`src/rtl/keypad_entry_ctrl.sv`:
```
// Keypad entry controller: decodes row/col key strobes into 4-bit codes, edits an
// 8-code buffer and hands it off via valid/ready. Optional inactivity timeout: KEYPAD_ENTRY_TIMEOUT_EN.
module keypad_entry_ctrl #(
    parameter int unsigned TIMEOUT_CYCLES = 500
) (
    input  logic        clk,
    input  logic        nRst,
    input  logic [7:0]  cur_key,
    input  logic        strobe,
    output logic [31:0] msg_o,
    output logic [3:0]  len_o,
    output logic        msg_valid_o,
    input  logic        msg_ready_i,
    output logic [3:0]  key_o,
    output logic        key_valid_o,
    output logic        err_o,
    output logic        timeout_o
);
    localparam int unsigned LEN_W   = 4;
    localparam int unsigned MAX_LEN = 8;
    localparam logic [3:0]  CODE_BS    = 4'hD;
    localparam logic [3:0]  CODE_CLEAR = 4'hE;
    localparam logic [3:0]  CODE_SEND  = 4'hF;

    typedef enum logic {EDIT = 1'b0, SEND = 1'b1} state_t;

    state_t     state;
    logic [1:0] row_idx_c;
    logic [1:0] col_idx_c;
    logic       row_ok_c;
    logic       col_ok_c;
    logic [3:0] code_c;
    logic       accept_c;
    logic       timeout_hit_c;

    // One-hot row/col to index; anything not exactly one-hot per nibble is rejected
    always_comb begin
        row_idx_c = 2'd0;
        col_idx_c = 2'd0;
        row_ok_c  = 1'b1;
        col_ok_c  = 1'b1;
        case (cur_key[7:4])
            4'b1000: row_idx_c = 2'd0;
            4'b0100: row_idx_c = 2'd1;
            4'b0010: row_idx_c = 2'd2;
            4'b0001: row_idx_c = 2'd3;
            default: row_ok_c  = 1'b0;
        endcase
        case (cur_key[3:0])
            4'b1000: col_idx_c = 2'd0;
            4'b0100: col_idx_c = 2'd1;
            4'b0010: col_idx_c = 2'd2;
            4'b0001: col_idx_c = 2'd3;
            default: col_ok_c  = 1'b0;
        endcase
    end

    // Layout "1 2 3 A / 4 5 6 B / 7 8 9 C / * 0 # D"
    always_comb begin
        code_c = 4'h0;
        case ({row_idx_c, col_idx_c})
            4'd0:  code_c = 4'h1;
            4'd1:  code_c = 4'h2;
            4'd2:  code_c = 4'h3;
            4'd3:  code_c = 4'hA;
            4'd4:  code_c = 4'h4;
            4'd5:  code_c = 4'h5;
            4'd6:  code_c = 4'h6;
            4'd7:  code_c = 4'hB;
            4'd8:  code_c = 4'h7;
            4'd9:  code_c = 4'h8;
            4'd10: code_c = 4'h9;
            4'd11: code_c = 4'hC;
            4'd12: code_c = CODE_CLEAR;
            4'd13: code_c = 4'h0;
            4'd14: code_c = CODE_SEND;
            default: code_c = CODE_BS;
        endcase
    end

    assign accept_c = strobe && row_ok_c && col_ok_c;

`ifdef KEYPAD_ENTRY_TIMEOUT_EN
    localparam int unsigned CNT_W = $clog2(TIMEOUT_CYCLES + 1);

    logic [CNT_W-1:0] idle_cnt;

    assign timeout_hit_c = (state == EDIT) && (len_o != '0) && !accept_c &&
                           (idle_cnt == CNT_W'(TIMEOUT_CYCLES - 1));

    // Idle counter runs only while an unsent, non-empty entry sits in EDIT
    always_ff @(posedge clk or negedge nRst) begin
        if (!nRst) begin
            idle_cnt  <= '0;
            timeout_o <= 1'b0;
        end else begin
            timeout_o <= timeout_hit_c;
            if (state != EDIT || len_o == '0 || accept_c || timeout_hit_c)
                idle_cnt <= '0;
            else
                idle_cnt <= idle_cnt + CNT_W'(1);
        end
    end
`else
    logic unused_cfg;

    assign unused_cfg    = ^32'(TIMEOUT_CYCLES);
    assign timeout_hit_c = 1'b0;
    assign timeout_o     = 1'b0;
`endif

    // Entry FSM with registered outputs; msg_o is the edit buffer itself
    always_ff @(posedge clk or negedge nRst) begin
        if (!nRst) begin
            state       <= EDIT;
            msg_o       <= '0;
            len_o       <= '0;
            msg_valid_o <= 1'b0;
            key_o       <= '0;
            key_valid_o <= 1'b0;
            err_o       <= 1'b0;
        end else begin
            key_valid_o <= 1'b0;
            case (state)
                EDIT: begin
                    if (accept_c) begin
                        key_o       <= code_c;
                        key_valid_o <= 1'b1;
                        if (code_c <= 4'h9) begin
                            if (len_o < LEN_W'(MAX_LEN)) begin
                                msg_o <= {msg_o[27:0], code_c};
                                len_o <= len_o + LEN_W'(1);
                            end else begin
                                err_o <= 1'b1;
                            end
                        end else if (code_c == CODE_BS) begin
                            if (len_o != '0) begin
                                msg_o <= msg_o >> 4;
                                len_o <= len_o - LEN_W'(1);
                            end
                        end else if (code_c == CODE_CLEAR) begin
                            msg_o <= '0;
                            len_o <= '0;
                            err_o <= 1'b0;
                        end else if (code_c == CODE_SEND) begin
                            if (len_o != '0) begin
                                state       <= SEND;
                                msg_valid_o <= 1'b1;
                            end
                        end
                    end else if (timeout_hit_c) begin
                        msg_o <= '0;
                        len_o <= '0;
                        err_o <= 1'b0;
                    end
                end
                SEND: begin
                    if (msg_ready_i) begin
                        state       <= EDIT;
                        msg_valid_o <= 1'b0;
                        msg_o       <= '0;
                        len_o       <= '0;
                        err_o       <= 1'b0;
                    end
                    // A dropped key flags an error even on the handshake cycle
                    if (accept_c)
                        err_o <= 1'b1;
                end
                default: state <= EDIT;
            endcase
        end
    end

endmodule
```
`config.mk`:
```
export PLATFORM = sky130hd
export DESIGN_NAME = keypad_entry_ctrl
export DESIGN_NICKNAME = d
export VERILOG_FILES = /design/src/rtl/keypad_entry_ctrl.sv
export SDC_FILE = /design/constraint.sdc
export NUM_CORES = 1
export LEC_CHECK = 0
export CELL_PAD_IN_SITES_DETAIL_PLACEMENT = 0
export CELL_PAD_IN_SITES_GLOBAL_PLACEMENT = 1
export CORE_ASPECT_RATIO = 1.4
export CORE_MARGIN = 2
export CORE_UTILIZATION = 40
export CTS_CLUSTER_DIAMETER = 50
export DETAILED_ROUTE_END_ITERATION = 10
export GPL_TIMING_DRIVEN = 0
export PLACE_DENSITY_LB_ADDON = 0.1
export RECOVER_POWER = 100
export SYNTH_ARGS = -nofsm -noshare
export SYNTH_HDL_FRONTEND = slang
export SYNTH_SLANG_ARGS = --single-unit
```
`constraint.sdc`:
```
create_clock -name clk -period 2.2 [get_ports clk]
set_input_delay 0.44 -clock clk [delete_from_list [all_inputs] [get_ports clk]]
set_output_delay 0.44 -clock clk [all_outputs]
set_load 0.05 [all_outputs]
```
==> run_results.csv <==
group,metric,value,unit
status,outcome,"finished, violations left",
status,violations,"negative setup slack",
drt,drt_first_pass_iters,4,
floorplanning,fp.dieArea,0.00801,mm2
clock_tree,clkTransAtPathRegs,0.08,ns
worst_setup_path,crit_type,"input pin to register",
timing,finalCriticalPeriod,2.91,ns
timing,max_slew.worst_pin.slew,0.840,ns
logic_synthesis,synth-adder-area-share,3.86,%
logic_synthesis,synth_most_common_cell,"nand2_1",
layout,final_cell_area,0.00442,mm2
worst_setup_path,crit_required,2.39,ns
power,total_power,3.14,mW
logic_synthesis,synth-seq-cells,44,
logic_synthesis,synth_common_cells,"nand2_1, dfrtp_1, mux2_4, a21oi_1, inv_1",
global_route,antenna_found_initial,0,
logic_synthesis,postSynthCellCount,287,
worst_setup_path,endpoint_kind,"register",
clock_tree,root_buffer,"clkbuf_8",
worst_setup_path,r2r_end,"msg_o[19]$_DFFE_PN0P_",
drt,avgViaCountPerCell,5.29,
placed_design,dp_hpwl,5610,um
global_route,track_usage,20.0,%
logic_synthesis,yosysWarnings,0,
logic_synthesis,yosysTopAreaCellShare,37.7,%
timing,slew_violations,0,
timing,slew_headroom,44.0,%
power,leakage,2.15,nW
job,maxCapViolations,0,
timing,fin_worst_skew,0.00668,ns
floorplanning,rows,36,
power,p_per_area,710,mW/mm2
global_route,overflow,0,
timing,hold_viol,0,
logic_synthesis,ys.flop_type,"dfrtp_1",
timing,min_period_over_period,132,%
worst_setup_path,critPathMaxFanout,6,
timing,rsz0062_at_grt,"true",
drt,antenna_left,0,
logic_synthesis,synth.distinct_cells,58,
worst_setup_path,r2r-start,"len_o[0]$_DFFE_PN0P_",
drt,drt-wirelength-per-cell,16.3,um
floorplanning,die_y,105,um
worst_setup_path,critPathArrivalTime,3.10,ns
logic_synthesis,synth_largest_area_cell,"dfrtp_1",
logic_synthesis,synth-seq-area-share,37.7,%
logic_synthesis,synth-xor-area-share,1.80,%
placed_design,dp_slack,-1.69,ns
clock_tree,ctsHoldBuffers,0,
timing,fmax,0.344,GHz
logic_synthesis,syn_area,0.00292,mm2
floorplanning,core_area,0.00703,mm2
logic_synthesis,synth_top_family_by_area,"compound AO/OA/AOI/OAI gates",
worst_setup_path,startpoint_type,"input pin",
global_route,grt_max_degree,30,
drt,drcViolationCount,0,
drt,wl,7900,um
layout,fill_cells,619,
clock_tree,clk_latency,0.30,ns
drt,initialDrtViolationCount,89,
timing,finalSetupViolations,40,
hold_path,hold_class,"input pin to asynchronous set/reset pin",
floorplanning,initial_core_util,41.6,%
worst_setup_path,r2r_slack,0.15,ns
logic_synthesis,avgSynthCellArea,10.2,um2
logic_synthesis,synth_area_leaders,"dfrtp_1, mux2_4, nand2_1",
layout,n_antenna_cell,0,
logic_synthesis,synthMuxAreaShare,17.1,%
logic_synthesis,synth_edf_count,0,
placed_design,io_buffer_count,51,
drt,vias,2567,
logic_synthesis,synth_async_sr_flop_share,100,%
placed_design,postPlaceCellArea,0.00370,mm2
layout,drive_gt1_share,38.7,%
logic_synthesis,synth_compound_area_share,18.5,%
power,ir_worst_vdd,0.393,mV
clock_tree,cts_tree,"yes",
clock_tree,clock-sinks,44,
clock_tree,cts_made_buffers,5,
logic_synthesis,synth-simple-area-share,15.5,%
placed_design,gp_congestion,0.832,
clock_tree,cts_buffer_depth,2,
global_route,grt_pass1_wl,12900,um
layout,area_delta_synth_final,51.5,%
timing,setup_slack,-0.711,ns
floorplanning,die_x,76.2,um
floorplanning,io_pins,56,
worst_setup_path,reg2reg_depth,8,
logic_synthesis,synth_nets,308,
clock_tree,htree_levels,2,
global_route,grt_pass1_vias,2657,
layout,nets,410,
==> per-layer routing <==
layer  wire, um  vias to the layer above  global-route usage, %
met3        233                       17                   2.94
met2       4440                       60                   38.2
met1       3020                     1276                   21.5
met5          0                        -                      0
li1           -                     1214                      -
met4        204                        0                   8.44
==> state kept, by name, indices dropped and copies added (netlist names) <==
register / cells
key_valid_o: 1
key_o: 4
err_o: 1
msg_valid_o: 1
msg_o: 32
state: 1
len_o: 4
==> cell type report <==
cell class | count | area (um2) | share of cell area (%)
timing repair buffer | 99 | 942 | 21.3
inverter | 13 | 51.3 | 1.16
clock inverter | 2 | 35.0 | 0.792
sequential | 44 | 1100 | 24.9
buffer | 13 | 129 | 2.91
clock buffer | 6 | 72.6 | 1.64
tap | 95 | 119 | 2.69
multi-input combinational | 213 | 1970 | 44.6
==> worst max-delay path: stages <==
cell      delay, ns
buf_8          0.10
xnor2_4        0.13
or3_4          0.39
buf_8          0.15
ha_4           0.16
nor3b_4        0.21
buf_4          0.15
a31oi_4        0.04
o211ai_4       0.24
nor3_4         0.07
o31ai_4        0.29
nand2_4        0.13
buf_6          0.16
buf_8          0.13
mux2_4         0.29
==> report_power, final <==
part           switching (mW)  leakage [nW]  internal, mW
combinational           0.855          1.51         0.581
clock                   0.282        0.0552         0.337
sequential              0.145         0.590         0.940
==> cells by family (layout without fill, tap and decap cells) <==
family	count (synthesis)	count (layout)
xor gates and xnor gates	6	6
muxes	37	37
DFF	44	44
other	1	1
and+or+nand+nor	90	90
adders and majority gates	9	9
buffers and inverters	30	133
AOI/OAI and AO/OA	70	70
==> how the worst max path moves through the flow <==
| stage | from | to | slack [ns] | depth (start not counted) |
|---|---|---|---|---|
| floorplan | cur_key[1] | msg_o[10]$_DFFE_PN0P_ | -0.71 | 12 |
| global placement | cur_key[0] | msg_o[13]$_DFFE_PN0P_ | -1.65 | 13 |
| detailed placement | cur_key[0] | msg_o[15]$_DFFE_PN0P_ | -1.69 | 13 |
| CTS | cur_key[1] | msg_o[19]$_DFFE_PN0P_ | -0.72 | 16 |
| global route | cur_key[0] | msg_o[19]$_DFFE_PN0P_ | -0.79 | 15 |
| finish | cur_key[0] | msg_o[19]$_DFFE_PN0P_ | -0.71 | 15 |
==> timing repair <==
| item | in CTS | in global routing |
|---|---|---|
| buffers inserted | 34 | 13 |
| cloned | 2 | 0 |
| pin swaps | 16 | 19 |
| endpoints found under the setup margin | 42 | 40 |
| resized for setup | 56 | 42 |
==> cell usage in the layout (no fill, tap or decap), types with 3 or more instances in the layout <==
| master | n |
|---|---|
| buf_2 | 5 |
| nand3b_1 | 3 |
| xnor2_1 | 3 |
| clkbuf_8 | 5 |
| a21oi_1 | 15 |
| inv_1 | 12 |
| a21oi_2 | 3 |
| dlygate4sd3_1 | 42 |
| buf_4 | 35 |
| nor2_2 | 3 |
| nand2_1 | 45 |
| buf_8 | 6 |
| o21a_1 | 4 |
| nor3b_1 | 3 |
| a22o_1 | 10 |
| o2bb2ai_2 | 3 |
| mux2_4 | 31 |
| o21ai_0 | 7 |
| ha_1 | 6 |
| mux2i_1 | 5 |
| dfrtp_1 | 44 |
| nor2_1 | 7 |
| clkdlybuf4s50_1 | 4 |
| buf_6 | 15 |
==> metrics by stage <==
stage / setup TNS [ns] / hold slack (ns) / cells / utilization [%]
2_1_floorplan: -23.80 / 0.144 / 287 / -
3_3_place_gp: -87.53 / 0.468 / 433 / 52.5
3_5_place_dp: -62.18 / 0.381 / 434 / 52.7
4_1_cts: -23.68 / 0.0579 / 477 / 61.0
5_1_grt: -27.27 / 0.276 / 485 / 62.9
6_report: -24.02 / 0.214 / 485 / 62.9
No activity file was read; power rests on OpenSTA's default activity.
